[src/rtl/serial_gen_pkg.sv]
// serial_gen_pkg: shared definitions for the serial frame generator.
//   state_t    - frame FSM states (IDLE/START/DATA/PAR/STOP/GAP)
//   PAR_*      - parity mode codes for the PARITY parameter
//   parity_bit - parity bit for a payload, given a parity mode
package serial_gen_pkg;

    typedef enum logic [2:0] {
        IDLE,
        START,
        DATA,
        PAR,
        STOP,
        GAP
    } state_t;

    localparam int unsigned PAR_NONE = 0;
    localparam int unsigned PAR_ODD  = 1;
    localparam int unsigned PAR_EVEN = 2;

    // Payload is zero-extended to 9 bits; the extra zeros do not change the XOR.
    function automatic logic parity_bit(input logic [8:0] data, input int unsigned mode);
        logic p;
        p = 1'b0;
        if (mode == PAR_EVEN) begin
            p = ^data;
        end else if (mode == PAR_ODD) begin
            p = ~(^data);
        end
        return p;
    endfunction

endpackage

[src/rtl/sync_fifo.sv]
// sync_fifo: single-clock FIFO, synchronous active-high reset.
// Ports:
//   clk, rst           - clock, synchronous reset (flushes contents)
//   push, push_data    - write request/data; ignored while full
//   pop, pop_data      - read request; pop_data shows the head (valid when !empty)
//   full, empty, level - occupancy status
// DEPTH must be a power of 2 so the pointers wrap naturally.
module sync_fifo #(
    parameter int WIDTH = 8,
    parameter int DEPTH = 4
) (
    input  logic                     clk,
    input  logic                     rst,
    input  logic                     push,
    input  logic [WIDTH-1:0]         push_data,
    input  logic                     pop,
    output logic [WIDTH-1:0]         pop_data,
    output logic                     full,
    output logic                     empty,
    output logic [$clog2(DEPTH):0]   level
);

    localparam int AW = $clog2(DEPTH);

    logic [WIDTH-1:0] mem_q [DEPTH];
    logic [AW-1:0]    wr_ptr_q, wr_ptr_d;
    logic [AW-1:0]    rd_ptr_q, rd_ptr_d;
    logic [AW:0]      level_q, level_d;
    logic             do_push;
    logic             do_pop;

    assign full     = (level_q == (AW+1)'(DEPTH));
    assign empty    = (level_q == '0);
    assign level    = level_q;
    assign pop_data = mem_q[rd_ptr_q];

    // Push is gated by the current full flag only, so a pop in the same
    // cycle never lets a write through a full FIFO.
    assign do_push = push && !full;
    assign do_pop  = pop && !empty;

    always_comb begin
        wr_ptr_d = wr_ptr_q;
        rd_ptr_d = rd_ptr_q;
        level_d  = level_q;
        if (do_push) begin
            wr_ptr_d = wr_ptr_q + AW'(1);
        end
        if (do_pop) begin
            rd_ptr_d = rd_ptr_q + AW'(1);
        end
        case ({do_push, do_pop})
            2'b10:   level_d = level_q + (AW+1)'(1);
            2'b01:   level_d = level_q - (AW+1)'(1);
            default: level_d = level_q;
        endcase
    end

    always_ff @(posedge clk) begin
        if (rst) begin
            wr_ptr_q <= '0;
            rd_ptr_q <= '0;
            level_q  <= '0;
        end else begin
            wr_ptr_q <= wr_ptr_d;
            rd_ptr_q <= rd_ptr_d;
            level_q  <= level_d;
        end
    end

    always_ff @(posedge clk) begin
        if (do_push) begin
            mem_q[wr_ptr_q] <= push_data;
        end
    end

endmodule

[src/rtl/serial_frame_gen.sv]
// serial_frame_gen: queued async-serial frame generator (start, DATA_BITS
// LSB first, optional parity, STOP_BITS stop bits, GAP_BITS idle bit-times).
// Ports:
//   clk, rst       - clock, synchronous active-high reset
//   baud_div       - clocks per bit (0/1 clamp to 2), latched per frame
//   wr_valid/wr_data/wr_ready - frame write handshake into the FIFO
//   tx             - registered serial line, idle high
//   busy           - frame in flight or FIFO non-empty
//   level          - FIFO occupancy
//   frame_done     - pulse on the last cycle of the final stop/gap bit
// Optional macro SERIAL_GEN_ERR_INJECT_EN adds inj_parity / inj_stop inputs,
// queued with each frame, to invert the parity bit / drive the first stop bit low.
module serial_frame_gen
    import serial_gen_pkg::*;
#(
    parameter int DATA_BITS  = 8,
    parameter int PARITY     = 0,
    parameter int STOP_BITS  = 1,
    parameter int DIV_W      = 16,
    parameter int FIFO_DEPTH = 4,
    parameter int GAP_BITS   = 0
) (
    input  logic                          clk,
    input  logic                          rst,
    input  logic [DIV_W-1:0]              baud_div,
    input  logic                          wr_valid,
    input  logic [DATA_BITS-1:0]          wr_data,
`ifdef SERIAL_GEN_ERR_INJECT_EN
    input  logic                          inj_parity,
    input  logic                          inj_stop,
`endif
    output logic                          wr_ready,
    output logic                          tx,
    output logic                          busy,
    output logic [$clog2(FIFO_DEPTH):0]   level,
    output logic                          frame_done
);

`ifdef SERIAL_GEN_ERR_INJECT_EN
    localparam int FW = DATA_BITS + 2;
`else
    localparam int FW = DATA_BITS;
`endif
    localparam int CNT_MAX  = (DATA_BITS > GAP_BITS) ? DATA_BITS : GAP_BITS;
    localparam int CNT_W    = $clog2(CNT_MAX + 1);
    localparam int GAP_LAST = (GAP_BITS == 0) ? 0 : GAP_BITS - 1;

    logic [FW-1:0]        fifo_wdata;
    logic [FW-1:0]        fifo_rdata;
    logic                 fifo_full;
    logic                 fifo_empty;
    logic                 fifo_pop;
    logic                 fifo_push;

    logic [DATA_BITS-1:0] head_data;
    logic                 head_inj_par;
    logic                 head_inj_stop;

    state_t               state_q, state_d;
    logic [DIV_W-1:0]     baud_cnt_q, baud_cnt_d;
    logic [DIV_W-1:0]     div_q, div_d;
    logic [CNT_W-1:0]     bit_cnt_q, bit_cnt_d;
    logic [DATA_BITS-1:0] shift_q, shift_d;
    logic                 par_q, par_d;
    logic                 inj_stop_q, inj_stop_d;
    logic                 tx_q, tx_d;
    logic                 frame_done_q, frame_done_d;

    logic [DIV_W-1:0]     div_clamped;
    logic                 bit_end;
    logic                 end_frame;
    logic                 load;

`ifdef SERIAL_GEN_ERR_INJECT_EN
    assign fifo_wdata    = {inj_stop, inj_parity, wr_data};
    assign head_data     = fifo_rdata[DATA_BITS-1:0];
    assign head_inj_par  = fifo_rdata[DATA_BITS];
    assign head_inj_stop = fifo_rdata[DATA_BITS+1];
`else
    assign fifo_wdata    = wr_data;
    assign head_data     = fifo_rdata;
    assign head_inj_par  = 1'b0;
    assign head_inj_stop = 1'b0;
`endif

    assign wr_ready  = !fifo_full && !rst;
    assign fifo_push = wr_valid && wr_ready;

    sync_fifo #(
        .WIDTH (FW),
        .DEPTH (FIFO_DEPTH)
    ) u_fifo (
        .clk       (clk),
        .rst       (rst),
        .push      (fifo_push),
        .push_data (fifo_wdata),
        .pop       (fifo_pop),
        .pop_data  (fifo_rdata),
        .full      (fifo_full),
        .empty     (fifo_empty),
        .level     (level)
    );

    assign tx         = tx_q;
    assign frame_done = frame_done_q;
    assign busy       = (state_q != IDLE) || (level != '0);

    assign div_clamped = (baud_div < DIV_W'(2)) ? DIV_W'(2) : baud_div;
    assign bit_end     = (baud_cnt_q == '0);

    always_comb begin
        state_d      = state_q;
        baud_cnt_d   = baud_cnt_q;
        div_d        = div_q;
        bit_cnt_d    = bit_cnt_q;
        shift_d      = shift_q;
        par_d        = par_q;
        inj_stop_d   = inj_stop_q;
        fifo_pop     = 1'b0;
        end_frame    = 1'b0;
        tx_d         = 1'b1;

        // Line level for the bit currently being timed; tx_q is this value
        // delayed one cycle, which gives the two-edge write-to-start latency.
        case (state_q)
            START:   tx_d = 1'b0;
            DATA:    tx_d = shift_q[0];
            PAR:     tx_d = par_q;
            STOP:    tx_d = !(inj_stop_q && (bit_cnt_q == '0));
            default: tx_d = 1'b1;
        endcase

        if (state_q != IDLE) begin
            if (!bit_end) begin
                baud_cnt_d = baud_cnt_q - DIV_W'(1);
            end else begin
                baud_cnt_d = div_q - DIV_W'(1);
                case (state_q)
                    START: begin
                        state_d   = DATA;
                        bit_cnt_d = '0;
                    end
                    DATA: begin
                        shift_d = shift_q >> 1;
                        if (bit_cnt_q == CNT_W'(DATA_BITS - 1)) begin
                            bit_cnt_d = '0;
                            state_d   = (PARITY != PAR_NONE) ? PAR : STOP;
                        end else begin
                            bit_cnt_d = bit_cnt_q + CNT_W'(1);
                        end
                    end
                    PAR: begin
                        state_d   = STOP;
                        bit_cnt_d = '0;
                    end
                    STOP: begin
                        if (bit_cnt_q == CNT_W'(STOP_BITS - 1)) begin
                            bit_cnt_d = '0;
                            if (GAP_BITS != 0) begin
                                state_d = GAP;
                            end else begin
                                end_frame = 1'b1;
                            end
                        end else begin
                            bit_cnt_d = bit_cnt_q + CNT_W'(1);
                        end
                    end
                    GAP: begin
                        if (bit_cnt_q == CNT_W'(GAP_LAST)) begin
                            bit_cnt_d = '0;
                            end_frame = 1'b1;
                        end else begin
                            bit_cnt_d = bit_cnt_q + CNT_W'(1);
                        end
                    end
                    default: state_d = IDLE;
                endcase
            end
        end

        // A frame is loaded either from idle or on the final cycle of the
        // previous frame, so queued frames run back to back.
        load = !fifo_empty && ((state_q == IDLE) || end_frame);

        if (load) begin
            fifo_pop   = 1'b1;
            state_d    = START;
            shift_d    = head_data;
            par_d      = (PARITY != PAR_NONE) ?
                         (parity_bit(9'(head_data), PARITY) ^ head_inj_par) : 1'b0;
            inj_stop_d = head_inj_stop;
            div_d      = div_clamped;
            baud_cnt_d = div_clamped - DIV_W'(1);
            bit_cnt_d  = '0;
        end else if (end_frame) begin
            state_d = IDLE;
        end

        frame_done_d = end_frame;
    end

    always_ff @(posedge clk) begin
        if (rst) begin
            state_q      <= IDLE;
            baud_cnt_q   <= '0;
            div_q        <= '0;
            bit_cnt_q    <= '0;
            shift_q      <= '0;
            par_q        <= 1'b0;
            inj_stop_q   <= 1'b0;
            tx_q         <= 1'b1;
            frame_done_q <= 1'b0;
        end else begin
            state_q      <= state_d;
            baud_cnt_q   <= baud_cnt_d;
            div_q        <= div_d;
            bit_cnt_q    <= bit_cnt_d;
            shift_q      <= shift_d;
            par_q        <= par_d;
            inj_stop_q   <= inj_stop_d;
            tx_q         <= tx_d;
            frame_done_q <= frame_done_d;
        end
    end

endmodule

[config.mk]
export PLATFORM = sky130hd
export DESIGN_NAME = serial_frame_gen
export DESIGN_NICKNAME = d
export VERILOG_FILES = /design/src/rtl/serial_gen_pkg.sv /design/src/rtl/sync_fifo.sv /design/src/rtl/serial_frame_gen.sv
export SDC_FILE = /design/constraint.sdc
export NUM_CORES = 1
export LEC_CHECK = 0
export CORE_MARGIN = 2
export CORE_UTILIZATION = 35
export DETAILED_ROUTE_END_ITERATION = 10
export DONT_BUFFER_PORTS = 1
export PLACE_DENSITY = 0.48
export RECOVER_POWER = 25
export SYNTH_ARGS = -nofsm -noshare
export SYNTH_HDL_FRONTEND = slang
export SYNTH_SLANG_ARGS = --single-unit
[constraint.sdc]
create_clock -name clk -period 4.9 [get_ports clk]
set_clock_uncertainty 0.1 [all_clocks]
set_input_delay 0.245 -clock clk [delete_from_list [all_inputs] [get_ports clk]]
set_output_delay 0.245 -clock clk [all_outputs]
set_load 0.01 [all_outputs]
* Word-level counts from Yosys, hierarchy flattened *
Memories as Yosys holds them, arrays and structs flattened. A register that Yosys moved wholly into a read port is not among the register bits.
Cells that the tools add are included.

storage, ports and cells
  ROM bits = 0
  output and inout bits = 7
  bits in registers = 56
  word-level logic and storage cells = 93
  bits in latches = 0
  bits in writable memories = 32
  input port bits = 27
  memories kept = 1

cells by class
  equal/unequal tests = 12
  $mul = 0
  mux-type cells = 28
  bitwise logic cells = 1
  shifts and indexed selects = 0
  $add $sub $neg = 8
  magnitude comparators = 1
  divide/modulo/power cells = 0
  reductions and logical operators = 31

memory list
  name          depth  width  read ports  clocked after memory_dff  wr ports  RTL line         RTL
  u_fifo.mem_q  4      8      1           1                         1         sync_fifo.sv:25  logic [WIDTH-1:0] mem_q [DEPTH];

operators with widths
  kind                                                                   number
  16-bit two-way mux                                                     4
  16-bit by 1-bit subtractor with 16-bit output, second input constant   3
  8-bit two-way mux                                                      4
  16-bit zero test                                                       1
  16-bit by 2-bit < comparator with 1-bit output, second input constant  1
  3-bit nonzero test                                                     5
  3-bit one-hot mux with 4 select lines                                  1
  4-bit one-hot mux with 3 select lines                                  1
  1-bit two-way mux                                                      11
  3-bit equality test, second input constant                             3
  4-bit two-way mux                                                      2
  4-bit AND reduction                                                    2
  2-bit nonzero test                                                     4
  3-bit by 2-bit equality test with 1-bit output, second input constant  2
  3-bit zero test                                                        2
  3-bit one-hot mux with 2 select lines                                  1
  3-bit AND reduction                                                    2
  2-bit OR reduction                                                     3
  1-bit logical AND                                                      5
  2-bit by 1-bit adder with 2-bit output, second input constant          2
  4-bit by 1-bit adder with 4-bit output, second input constant          1
  4-bit by 3-bit equality test with 1-bit output, second input constant  1
  4-bit zero test                                                        1
  2-bit two-way mux                                                      2
  other kinds (14)                                                       17

* Longest topological paths before layout *
Gate-level depths: netlist (run 1).

  depth after elaboration = 11
  gate-level depth with buffers = 16
  mapped depth without buffers = 13

* By module *
From an unflattened synthesis (run 1), not the netlist that was laid out.

unflattened totals
  cells, all modules = 461
  area, all modules = 4,433.0 µm²

modules (own cells, without submodules)
  module            area an instance (µm²)  times used  sequential area each (µm²)  cells an instance
  serial_frame_gen  2,797.7                 1           980.9                       365
  sync_fifo         1,635.3                 1           1,141.1                     96

* Worst setup path after synthesis (run 1) *
OpenSTA, ideal clock, no wires.

  kind = register -> register
  start point = register state_q[1]
  end point = register u_fifo.level_q[2] (netlist: u_fifo.level[2])
  arrival time = 3.226 ns
  required time = 4.730 ns
  setup slack = 1.504 ns
  cell stages (with the launch flop) = 16
  path buffers = 5
  setup time = 0.070 ns
  clock period less this slack = 3.396 ns
  path through = dfxtp_1 buf_6 and2b_1 nand3_1 o31a_1 inv_1 buf_2 buf_2 buf_2 buf_1 ha_1 inv_1 fa_1 xor2_1 or3_1 a21oi_1

between the ends
  cells in the longest elaborated chain, start to end = 11
  elaborated cells on any way between the ends = 16
  classes of those cells = eq/ne: 4; mux: 5; reduce/logical: 7

ends and longest elaborated chain
  element                                                                                RTL line                 RTL
  start, declared                                                                        serial_frame_gen.sv:59   state_t state_q, state_d;
  start signal, assigned                                                                 serial_frame_gen.sv:214  state_q <= state_d;
  3-bit equality test (on tied branches)                                                 n/a
  2-bit OR reduction (no line)                                                           n/a
  1-bit two-way mux                                                                      n/a
  1-bit two-way mux                                                                      serial_frame_gen.sv:134  if (!bit_end) begin
  1-bit two-way mux                                                                      serial_frame_gen.sv:133  if (state_q != IDLE) begin
  1-bit logical OR *                                                                     serial_frame_gen.sv:183  load = !fifo_empty && ((state_q == IDLE) || end_frame);
  1-bit logical AND *                                                                    serial_frame_gen.sv:183
  1-bit two-way mux *                                                                    serial_frame_gen.sv:185  if (load) begin
  1-bit logical AND *                                                                    sync_fifo.sv:40          assign do_pop = pop && !empty;
  net u_fifo.do_pop                                                                      sync_fifo.sv:30          logic do_pop;
  2-bit by 1-bit equality test with 1-bit output or 2-bit equality test (tied branches)  sync_fifo.sv:52          case ({do_push, do_pop})
  3-bit one-hot mux with 2 select lines or 2-bit nonzero test (tied branches)            n/a
  end signal, assigned                                                                   sync_fifo.sv:67          level_q <= level_d;
  end, declared                                                                          sync_fifo.sv:28          logic [AW:0] level_q, level_d;

Mark *: on every way through the listed nets, which the timed path passes. The rest lies on a longest branch.
A chain may end at the register's enable or synchronous reset.

* Final worst setup path (run 1) *
  start point = register baud_cnt_q[8]
  end point = register baud_cnt_q[4]

between the ends
  cells in the longest elaborated chain, start to end = 6
  elaborated cells on any way between the ends = 9
  classes of those cells = mux: 5; reduce/logical: 4

ends and longest elaborated chain
  element                                                   RTL line                 RTL
  start, declared                                           serial_frame_gen.sv:60   logic [DIV_W-1:0] baud_cnt_q, baud_cnt_d;
  start signal, assigned                                    serial_frame_gen.sv:215  baud_cnt_q <= baud_cnt_d;
  16-bit zero test *                                        serial_frame_gen.sv:109  assign bit_end = (baud_cnt_q == '0);
  1-bit two-way mux                                         serial_frame_gen.sv:134
  1-bit two-way mux                                         serial_frame_gen.sv:133
  1-bit logical OR                                          serial_frame_gen.sv:183
  1-bit logical AND                                         serial_frame_gen.sv:183
  16-bit two-way mux or 2-bit nonzero test (tied branches)  n/a

Every way passes the cells marked *; elsewhere a longest branch is shown, timed or not. The select of a mux whose other input is x is not followed.

==> metrics, run 1 <==
Final WS setup=1.14 ns; Hold WC Path Type=input port to flop; actual transition at the worst max-transition pin=0.693 ns; Post-synth top flop=dfxtp_1; status=complete, no violations; min Tclk post-route=approximately 3.8 ns; WL/cell=around 16 um; # DRC=0; Setup Crit Path Kind=flop to flop; Ys Warns=0; Setup violations, final=0; Total Routing Usage GR=about 16%; worst rel slew slack=53.7%; post-synthesis register bit count=90; Worst-path clk slew=~0.070 ns; Worst VDD drop=221 uV; Area Overhead vs Synth=15.9%; period utilization=76.7%; setup TNS=0 ns; GPL Wtd Cong=0.815; via count=around 3300; ANT cells=0; drt initial violations=218; Worst Reg-to-Reg Cells=11; share of cells above drive strength 1=10.3%; max frequency=266 MHz; Ports=34; Synth area leader=dfxtp_1; Synth cell types=between 50 and 60; worst path arrival time=3.92 ns; post-synthesis sequential area ratio=49.0%; most congested layer reported by global routing=met2; row count=40; WHS Endpoint=baud_cnt_q[4]; PortBufs=0; Die X=between 100 and 150 um; H-tree depth=3; vias in the first global route=~3300; syn_area_per_cell=roughly 9.8 sq um; nets@finish=~500; Mapped Cells=444; Mapped Nets=480; R2R Path End=baud_cnt_q[4]; CP max FO=9; setup repair after global routing missed its margin=false; met1 Usage GRT=21.2%; Root Driver=clkbuf_16; number of synthesized flops with an enable pin=32; CTS tree=done; Pleak=between 1.5 and 2 nW; core area=12100 sq um; latest clock arrival within the worst-skew pair=about 0.35 ns; count of pins over their slew limit=0; Synth top area share=26.8%; dpl ws=1.20 ns; reg2reg setup slack=1.14 ns; CTS max path bufs=2; Chip Height=115 um; CTS sink cnt=90; Pwr per Cell Area=601 nW/um^2; worst hold start=baud_div[4]; Total Power=3.02 mW; Initial Util=35.9%; DRT Pass-1 Iters=4; Max Cap Viol=0; Hold Path Depth=3; Final Hold Viols=0; GRT overflow=0; Routed WL=10.2 mm; Die Footprint=13300 sq um; post-route ant nets=0; met2 Use GR=26.8%; FF-to-FF Start=baud_cnt_q[8]; largest net degree at the start of global routing=58; GR Util met3=between 3 and 4%; initial antenna violation count=0; first-pass GRT wire length=around 17 mm; top cells by area, synth=dfxtp_1 (27%), edfxtp_1 (22%), nand2_1 (5.3%); detailed-placement wirelength estimate=6.90 mm; asr flop ratio synth=0%; Post-CTS Setup Bufs=0; Critical Path End Type=flop; Vias/cell=5.26; Setup crit start kind=flop; Mapped Area=4330 sq um; Num CTS Buffers=9; CP required=5.06 ns; post-cts resize count=0
-- through the flow --
step	hold WS [ns]	area, sq um	utilization [%]	cells
floorplan	0.244	4330	-	444
detailed placement	0.223	4480	37.2	594
finish	0.105	5020	41.6	635
CTS	0.0905	5020	41.6	635
global route	0.123	5020	41.6	635
global placement	0.222	4480	37.2	594
-- sequential cells by signal, indices dropped and copies added (netlist names), 2 cells and up, named ones only --
signal,cells
u_fifo.wr_ptr_q,2
div_q,16
shift_q,8
bit_cnt_q,4
u_fifo.rd_ptr_q,2
state_q,3
u_fifo.level,3
u_fifo.mem_q,32
baud_cnt_q,16
-- power by group --
part           total (mW)  internal [mW]  switching, mW
Clock               0.637          0.341          0.297
Sequential           1.09          0.932          0.159
Combinational        1.29          0.518          0.771
-- worst max-delay path by stage --
stage | to | cells past startpoint | slack [ns] | from
4_1_cts | baud_cnt_q[4] | 11 | 1.17 | baud_cnt_q[8]
2_1_floorplan | u_fifo.level[2] | 15 | 1.50 | state_q[1]
3_5_place_dp | baud_cnt_q[4] | 11 | 1.20 | baud_cnt_q[8]
6_report | baud_cnt_q[4] | 11 | 1.14 | baud_cnt_q[8]
3_3_place_gp | baud_cnt_q[4] | 11 | 1.22 | baud_cnt_q[8]
5_1_grt | baud_cnt_q[6] | 12 | 0.77 | baud_cnt_q[7]
-- per-layer routing --
layer / wire, um / up-vias
li1: - / 1663
met1: 4790 / 1600
met2: 4820 / 66
met3: 386 / 14
met4: 198 / 0
met5: 0 / -
-- cells in the final DEF (no fill, tap or decap), types with 9 or more instances in the layout --
cell type | netlist | layout
dfxtp_1 | 58 | 58
dlygate4sd3_1 | 0 | 24
o21ai_0 | 16 | 16
edfxtp_1 | 32 | 32
inv_1 | 12 | 12
clkbuf_16 | 0 | 9
a21oi_1 | 36 | 36
nor3_1 | 14 | 14
a311oi_1 | 17 | 17
nand2_1 | 61 | 61
nor2_1 | 49 | 49
-- kinds of logic after synthesis --
family | share of synthesized area [%]
fa+ha+maj | 2.77
buf+inv | 3.67
mux | 7.42
compound gates | 15.9
simple gates | 19.3
xor+xnor | 2.02
flops | 49.0
-- critical path, stage by stage, from the launching register on --
cell and delay [ns]:
dfxtp_1 0.35, nor3_1 0.55, nand3_1 0.28, nor2_1 0.59
buf_4 0.30, a21oi_1 0.09, o21a_1 0.20, ha_1 0.27
o311ai_0 0.14, o22ai_1 0.21, a221o_1 0.36, a311oi_1 0.24
-- synth_stat cells, types with 5 or more instances --
master	n
nand3_1	8
nor2_1	49
xor2_1	5
dfxtp_1	58
buf_1	6
a31o_2	5
or4_1	6
edfxtp_1	32
nand2_1	61
or3_1	6
nand2b_1	5
ha_1	8
nor3_1	14
and3_1	5
o21ai_0	16
o31ai_1	6
inv_1	12
a21oi_1	36
clkbuf_1	13
mux2i_1	6
xnor2_1	5
a211oi_1	7
mux4_2	8
a311oi_1	17
-- layout make-up --
type / count / area, sq um
clock buffers: 9 / 225
clock inverters: 7 / 46.3
fillers: 1171 / 7040
inverters: 12 / 45.0
multi-input cells: 317 / 2050
flip-flops and latches: 90 / 2120
well taps: 168 / 210
repair buffers: 32 / 320
-- repair_timing --
action                     CTS  global route
hold buffers                25             0
hold endpoints to repair    90             0
setup endpoints to repair    0             0
No activity file was read; power rests on OpenSTA's default activity.
==> run 2, diff against run 1 <==
--- a/config.mk
+++ b/config.mk
@@ -9,7 +9,7 @@
 export CORE_UTILIZATION = 35
 export DETAILED_ROUTE_END_ITERATION = 10
 export DONT_BUFFER_PORTS = 1
-export PLACE_DENSITY = 0.48
+export PLACE_DENSITY = 0.5
 export RECOVER_POWER = 25
 export SYNTH_ARGS = -nofsm -noshare
 export SYNTH_HDL_FRONTEND = slang
==> constraint.sdc (replaced) <==
create_clock -name clk -period 3.1 [get_ports clk]
set_clock_uncertainty 0.1 [all_clocks]
set_input_delay 0.155 -clock clk [delete_from_list [all_inputs] [get_ports clk]]
set_output_delay 0.155 -clock clk [all_outputs]
set_load 0.01 [all_outputs]
==> run 2 against run 1 <==
Sequential power increased by 55%. Sequential share of layout area decreased by 2.5 points. Fmax increased by 25%. Routed wire length increased by 2.5%. Core utilization increased by 2.7 points. Flip-flop and latch count unchanged. Worst hold slack got worse by 0.087 ns. Critical path depth decreased by 3. Cell area increased by 6.4%. Largest cell class unchanged. Largest power group unchanged.
==> metrics, run 2 (same netlist as run 1, synthesis figures left out) <==
status=complete, no violations; drt initial violations=114 (-48%); count of pins over their slew limit=0 (unchanged); max frequency=331 MHz (+25%); Placed Area=4690 sq um (+4.7%); CTS sink cnt=90 (unchanged); CP Buf/Inv Count=1 (unchanged); Setup crit start kind=flop; first-pass GRT wire length=16.9 mm (+0.20%); CTS max path bufs=2 (unchanged); Pleak=1.91 nW (+11%); core area=12100 sq um (unchanged); nets@finish=529 (+6.2%); worst rel slew slack=62.1% (+8.4 points); Chip Height=115 um (unchanged); worst path arrival time=3.17 ns (-0.75 ns); actual transition at the worst max-transition pin=0.567 ns (-0.126 ns); CP max-delay cell=or4_1; Setup Crit Path Kind=flop to flop; largest net degree at the start of global routing=58 (unchanged); period utilization=97.3% (+21 points); # DRC=0 (unchanged); Hold WC Path Type=input port to flop; R2R Path End=baud_cnt_q[15]; DRT Pass-1 Iters=4 (unchanged); Max Cap Viol=0 (unchanged); Crit path depth=8 (-3); Min Hold Slack=0.0178 ns (-0.0868 ns); PortBufs=0 (unchanged); Critical Path Source=u_fifo.level[0]; Root Driver=clkbuf_16; commonest non-fill, non-tap cells in the layout=nand2_1 (61), dfxtp_1 (56), nor2_1 (49); Pwr per Cell Area=991 nW/um^2 (+65%); vias in the first global route=3269 (+0.15%); WL/cell=15.7 um (-2.3%); Regs by FF count=u_fifo.mem_q (32), baud_cnt_q (16), div_q (16); CP max FO=37 (+28); Worst VDD drop=347 uV (+57%); GPL Wtd Cong=0.820 (+0.63%); CP peak stage delay=0.53 ns (-0.06 ns); latest clock arrival within the worst-skew pair=0.34 ns (about the same); CP required=3.26 ns (-1.80 ns); Biggest register=u_fifo.mem_q; via count=3461 (+3.5%); setup repair after global routing missed its margin=true; Final Hold Viols=0 (unchanged); Total Routing Usage GR=16.3% (-0.093 points); min Tclk post-route=3.02 ns (-0.743 ns); Fillers=1171 (unchanged); Setup violations, final=0 (unchanged); post-layout util=44.3% (+2.7 points); H-tree depth=3 (unchanged); Hold Path Depth=2 (-1); Routed WL=10.5 mm (+2.5%); row count=40 (unchanged); Critical Path End Type=flop; Die X=115 um (unchanged); Area Overhead vs Synth=23.3%; GRT overflow=0 (unchanged); Num CTS Buffers=9 (unchanged); worst hold start=wr_valid; Vias/cell=5.20 (-1.3%); Worst-path clk slew=0.07 ns (about the same); CTS tree=done; reg2reg setup slack=0.08 ns (-1.06 ns); FF-to-FF Start=u_fifo.level[0]; share of cells above drive strength 1=17.5% (+7.2 points); WHS Endpoint=u_fifo.wr_ptr_q[1]; initial antenna violation count=0 (unchanged); max FFs per register=32 (unchanged); detailed-placement wirelength estimate=7.16 mm (+3.7%); post-route ant nets=0 (unchanged); Ports=34 (unchanged); post-route cell area=5340 sq um (+6.4%); Worst path top cell family by delay=simple AND/OR/NAND/NOR gates; commonest non-fill, non-tap cell in the layout=nand2_1; Die Footprint=13300 sq um (unchanged); CP Cell Sequence=or3_1 -> nand2_1 -> o31a_1 -> buf_4 -> mux2i_4 -> nand3_2 -> or4_1 -> a311oi_1; Worst Reg-to-Reg Cells=8 (-3); ANT cells=0 (unchanged); Initial Util=35.9% (unchanged)
## run 2: routing by layer
layer | track usage [%] | vias to the layer above | part of all wire [%]
met1 | 21.4 | 1656 | 48
met2 | 26.8 | 64 | 48
met3 | 3.53 | 9 | 3.3
met4 | 5.30 | 0 | 1.1
met5 | 0 | - | 0
li1 | - | 1732 | -
## run 2: report_power, final
part | internal, mW | switching [mW]
registers | 1.48 | 0.213
logic | 1.05 | 1.34
clock network | 0.722 | 0.496
total | 3.25 | 2.05
## run 2: stage by stage
stage	setup TNS, ns	worst slack (ns)	power (mW)	std cells
finish	0	0.0826	5.29	666
global route	-0.120	-0.0826	5.66	666
CTS	0	0.00494	5.24	662
detailed placement	0	0.00202	3.97	621
global placement	0	0.104	3.95	621
floorplan	0	0.00773	3.32	444
## run 2: timing repair
item,in CTS,in global routing
setup endpoints to repair,2,6
pin swaps,0,2
hold endpoints to repair,90,0
resized for setup,1,5
setup buffers,0,4
hold buffers,25,0
## run 2: how the worst max path moves through the flow
| stage | to | slack [ns] |
|---|---|---|
| 6_report | baud_cnt_q[15] | 0.08 |
| 5_1_grt | baud_cnt_q[15] | -0.08 |
| 4_1_cts | baud_cnt_q[6] | 0.005 |
| 3_5_place_dp | baud_cnt_q[6] | 0.002 |
| 3_3_place_gp | baud_cnt_q[12] | 0.10 |
| 2_1_floorplan | baud_cnt_q[12] | 0.008 |
## run 2: cell type report
cell class	count	area (sq um)	share of cell area (%)
multi-input combinational	317	2070	38.8
inverter	12	48.8	0.913
clock inverter	7	106	1.99
tap	168	210	3.93
sequential	90	2120	39.8
clock buffer	9	225	4.22
timing repair buffer	63	553	10.4
==> run 3, diff against run 2 <==
--- a/config.mk
+++ b/config.mk
@@ -5,11 +5,11 @@
 export SDC_FILE = /design/constraint.sdc
 export NUM_CORES = 1
 export LEC_CHECK = 0
-export CORE_MARGIN = 2
+export CORE_MARGIN = 4
 export CORE_UTILIZATION = 35
+export CTS_BUF_LIST = sky130_fd_sc_hd__clkbuf_2
 export DETAILED_ROUTE_END_ITERATION = 10
 export DONT_BUFFER_PORTS = 1
-export PLACE_DENSITY = 0.5
 export RECOVER_POWER = 25
 export SYNTH_ARGS = -nofsm -noshare
 export SYNTH_HDL_FRONTEND = slang
==> run 3 against run 2 <==
Sequential share of layout area is 1.2 points higher. Core utilization down 1.3 points. Via count grew 0.49%. Critical path type unchanged.
==> metrics, run 3 (same netlist as run 1, synthesis figures left out) <==
Final Hold Viols=0 (unchanged); CP max-delay cell=or4_1; # DRC=0 (unchanged); CP max FO=37 (unchanged); ANT cells=0 (unchanged); nets@finish=531 (+0.38%); Hold WC Path Type=input port to flop; Initial Util=35.9% (unchanged); actual transition at the worst max-transition pin=0.626 ns (+0.0581 ns); CP required=3.48 ns (+0.22 ns); min Tclk post-route=2.92 ns (-0.100 ns); Vias/cell=5.21 (+0.19%); area of the multi-input gates=2070 sq um (-0.12%); sw frac=41.2% (+2.5 points); Regs by FF count=u_fifo.mem_q (32), baud_cnt_q (16), div_q (16); worst rel slew slack=58.3% (-3.8 points); core area=12100 sq um (unchanged); Routed WL=10.2 mm (-2.9%); share of cells above drive strength 1=17.4% (-0.070 points); Setup violations, final=0 (unchanged); Placed Cells=620 (-0.16%); total area of sequential cells=2130 sq um (+0.12%); Area Overhead vs Synth=19.8%; worst path arrival time=3.30 ns (+0.13 ns); period utilization=94.1% (-3.2 points); Die Footprint=14200 sq um (+7.1%); CTS max path bufs=2 (unchanged); via count=3478 (+0.49%); Root Driver=clkbuf_2; Ports=34 (unchanged); Total Power=4.76 mW (-10%); max frequency=343 MHz (+3.4%); Total Routing Usage GR=14.9% (-1.4 points); Max Cap Viol=0 (unchanged); CP Cell Sequence=or3_1 -> nand2_1 -> o31a_1 -> buf_6 -> mux2i_4 -> nand3_2 -> or4_1 -> a311oi_1; Final WS setup=0.183 ns (+0.100 ns); PortBufs=0 (unchanged); Critical Path End Type=flop; drt initial violations=237 (+110%); Chip Height=119 um (+3.5%); Biggest register=u_fifo.mem_q; first-pass GRT wire length=17.3 mm (+2.5%); post-route ant nets=0 (unchanged); CTS sink cnt=90 (unchanged); Worst-path clk slew=0.24 ns (+0.17 ns); Fillers=1178 (+0.60%); max FFs per register=32 (unchanged); count of pins over their slew limit=0 (unchanged); DRT Pass-1 Iters=4 (unchanged); initial antenna violation count=0 (unchanged); reg2reg setup slack=0.18 ns (+0.10 ns); commonest non-fill, non-tap cell in the layout=nand2_1; CTS tree=done; GPL Wtd Cong=0.824 (+0.51%); CP Buf/Inv Count=1 (unchanged); Clk pwr share=14.4% (-8.6 points); vias in the first global route=3560 (+8.9%); WL/cell=15.2 um (-3.2%); latest clock arrival within the worst-skew pair=0.57 ns (+0.23 ns); GRT overflow=0 (unchanged); post-route insts no fill=668 (+0.30%); P_int=2.80 mW (-14%); Setup crit start kind=flop; sequential fraction of design power=35.5% (+3.6 points); CP peak stage delay=0.53 ns (about the same); Comb power frac=50.1% (+5.0 points); Die X=119 um (+3.5%); detailed-placement wirelength estimate=6.94 mm (-3.1%); dpl ws=0.0576 ns (+0.0556 ns); largest net degree at the start of global routing=59 (+1.7%); Worst path top cell family by delay=simple AND/OR/NAND/NOR gates; P_sw=1.96 mW (-4.3%); Pwr per Cell Area=916 nW/um^2 (-7.5%); commonest non-fill, non-tap cells in the layout=nand2_1 (61), dfxtp_1 (56), nor2_1 (48); row count=40 (unchanged); Setup Crit Path Kind=flop to flop; H-tree depth=3 (unchanged); Num CTS Buffers=9 (unchanged); Worst VDD drop=436 uV (+26%); status=complete, no violations; Pleak=1.86 nW (-2.8%)
[run 3: final cells by class]
| cell class | count | share of cell area (%) |
|---|---|---|
| Sequential cell | 90 | 41.0 |
| Inverter | 12 | 0.868 |
| Clock inverter | 6 | 1.74 |
| Timing Repair Buffer | 65 | 11.5 |
| Multi-Input combinational cell | 317 | 39.9 |
| Tap cell | 168 | 4.05 |
| Clock buffer | 10 | 0.965 |
[run 3: power groups by stage]
stage	logic [mW]	clock network, mW	registers, mW
after floorplan	1.67	0	1.65
after global placement	2.21	0	1.70
after detailed placement	2.24	0	1.71
after CTS	2.31	0.716	1.68
after global routing	2.64	0.770	1.72
final	2.38	0.686	1.69
[run 3: what timing repair did]
action | in CTS | in global routing
gates resized for setup | 0 | 8
endpoints found under the setup margin | 0 | 9
buffers inserted | 0 | 3
hold buffers | 29 | 0
endpoints found under the hold margin | 122 | 0
[run 3: path summary, 6_finish.rpt]
check / cells after the start / end / startpoint
min reg2reg: 2 / div_q[15] / div_q[15]
max reg2reg: 8 / baud_cnt_q[15] / u_fifo.level[0]
max: 8 / baud_cnt_q[15] / u_fifo.level[0]
min: 4 / baud_cnt_q[7] / baud_div[0]
[run 3: layer usage]
metal	share of wire, %	GRT usage, %	wire length (um)
met4	1.4	4.56	138
met5	0	0	0
met1	44	18.2	4480
met2	49	25.0	4930
met3	6.0	4.70	614
[run 3: worst min-delay path, cell delays in order]
cell and delay, ns:
a311oi_1 0.02, mux2_2 0.33, nand3_1 0.16, a311oi_1 0.10
[run 3: metrics by stage]
step	util (%)	TNS, ns	cell area [sq um]	hold WS (ns)
floorplan	-	0	4360	0.154
global placement	38.9	0	4700	0.129
detailed placement	38.9	0	4700	0.135
CTS	42.7	0	5140	0.0443
global route	43.0	-0.00475	5190	0.0903
finish	43.0	0	5190	0.110
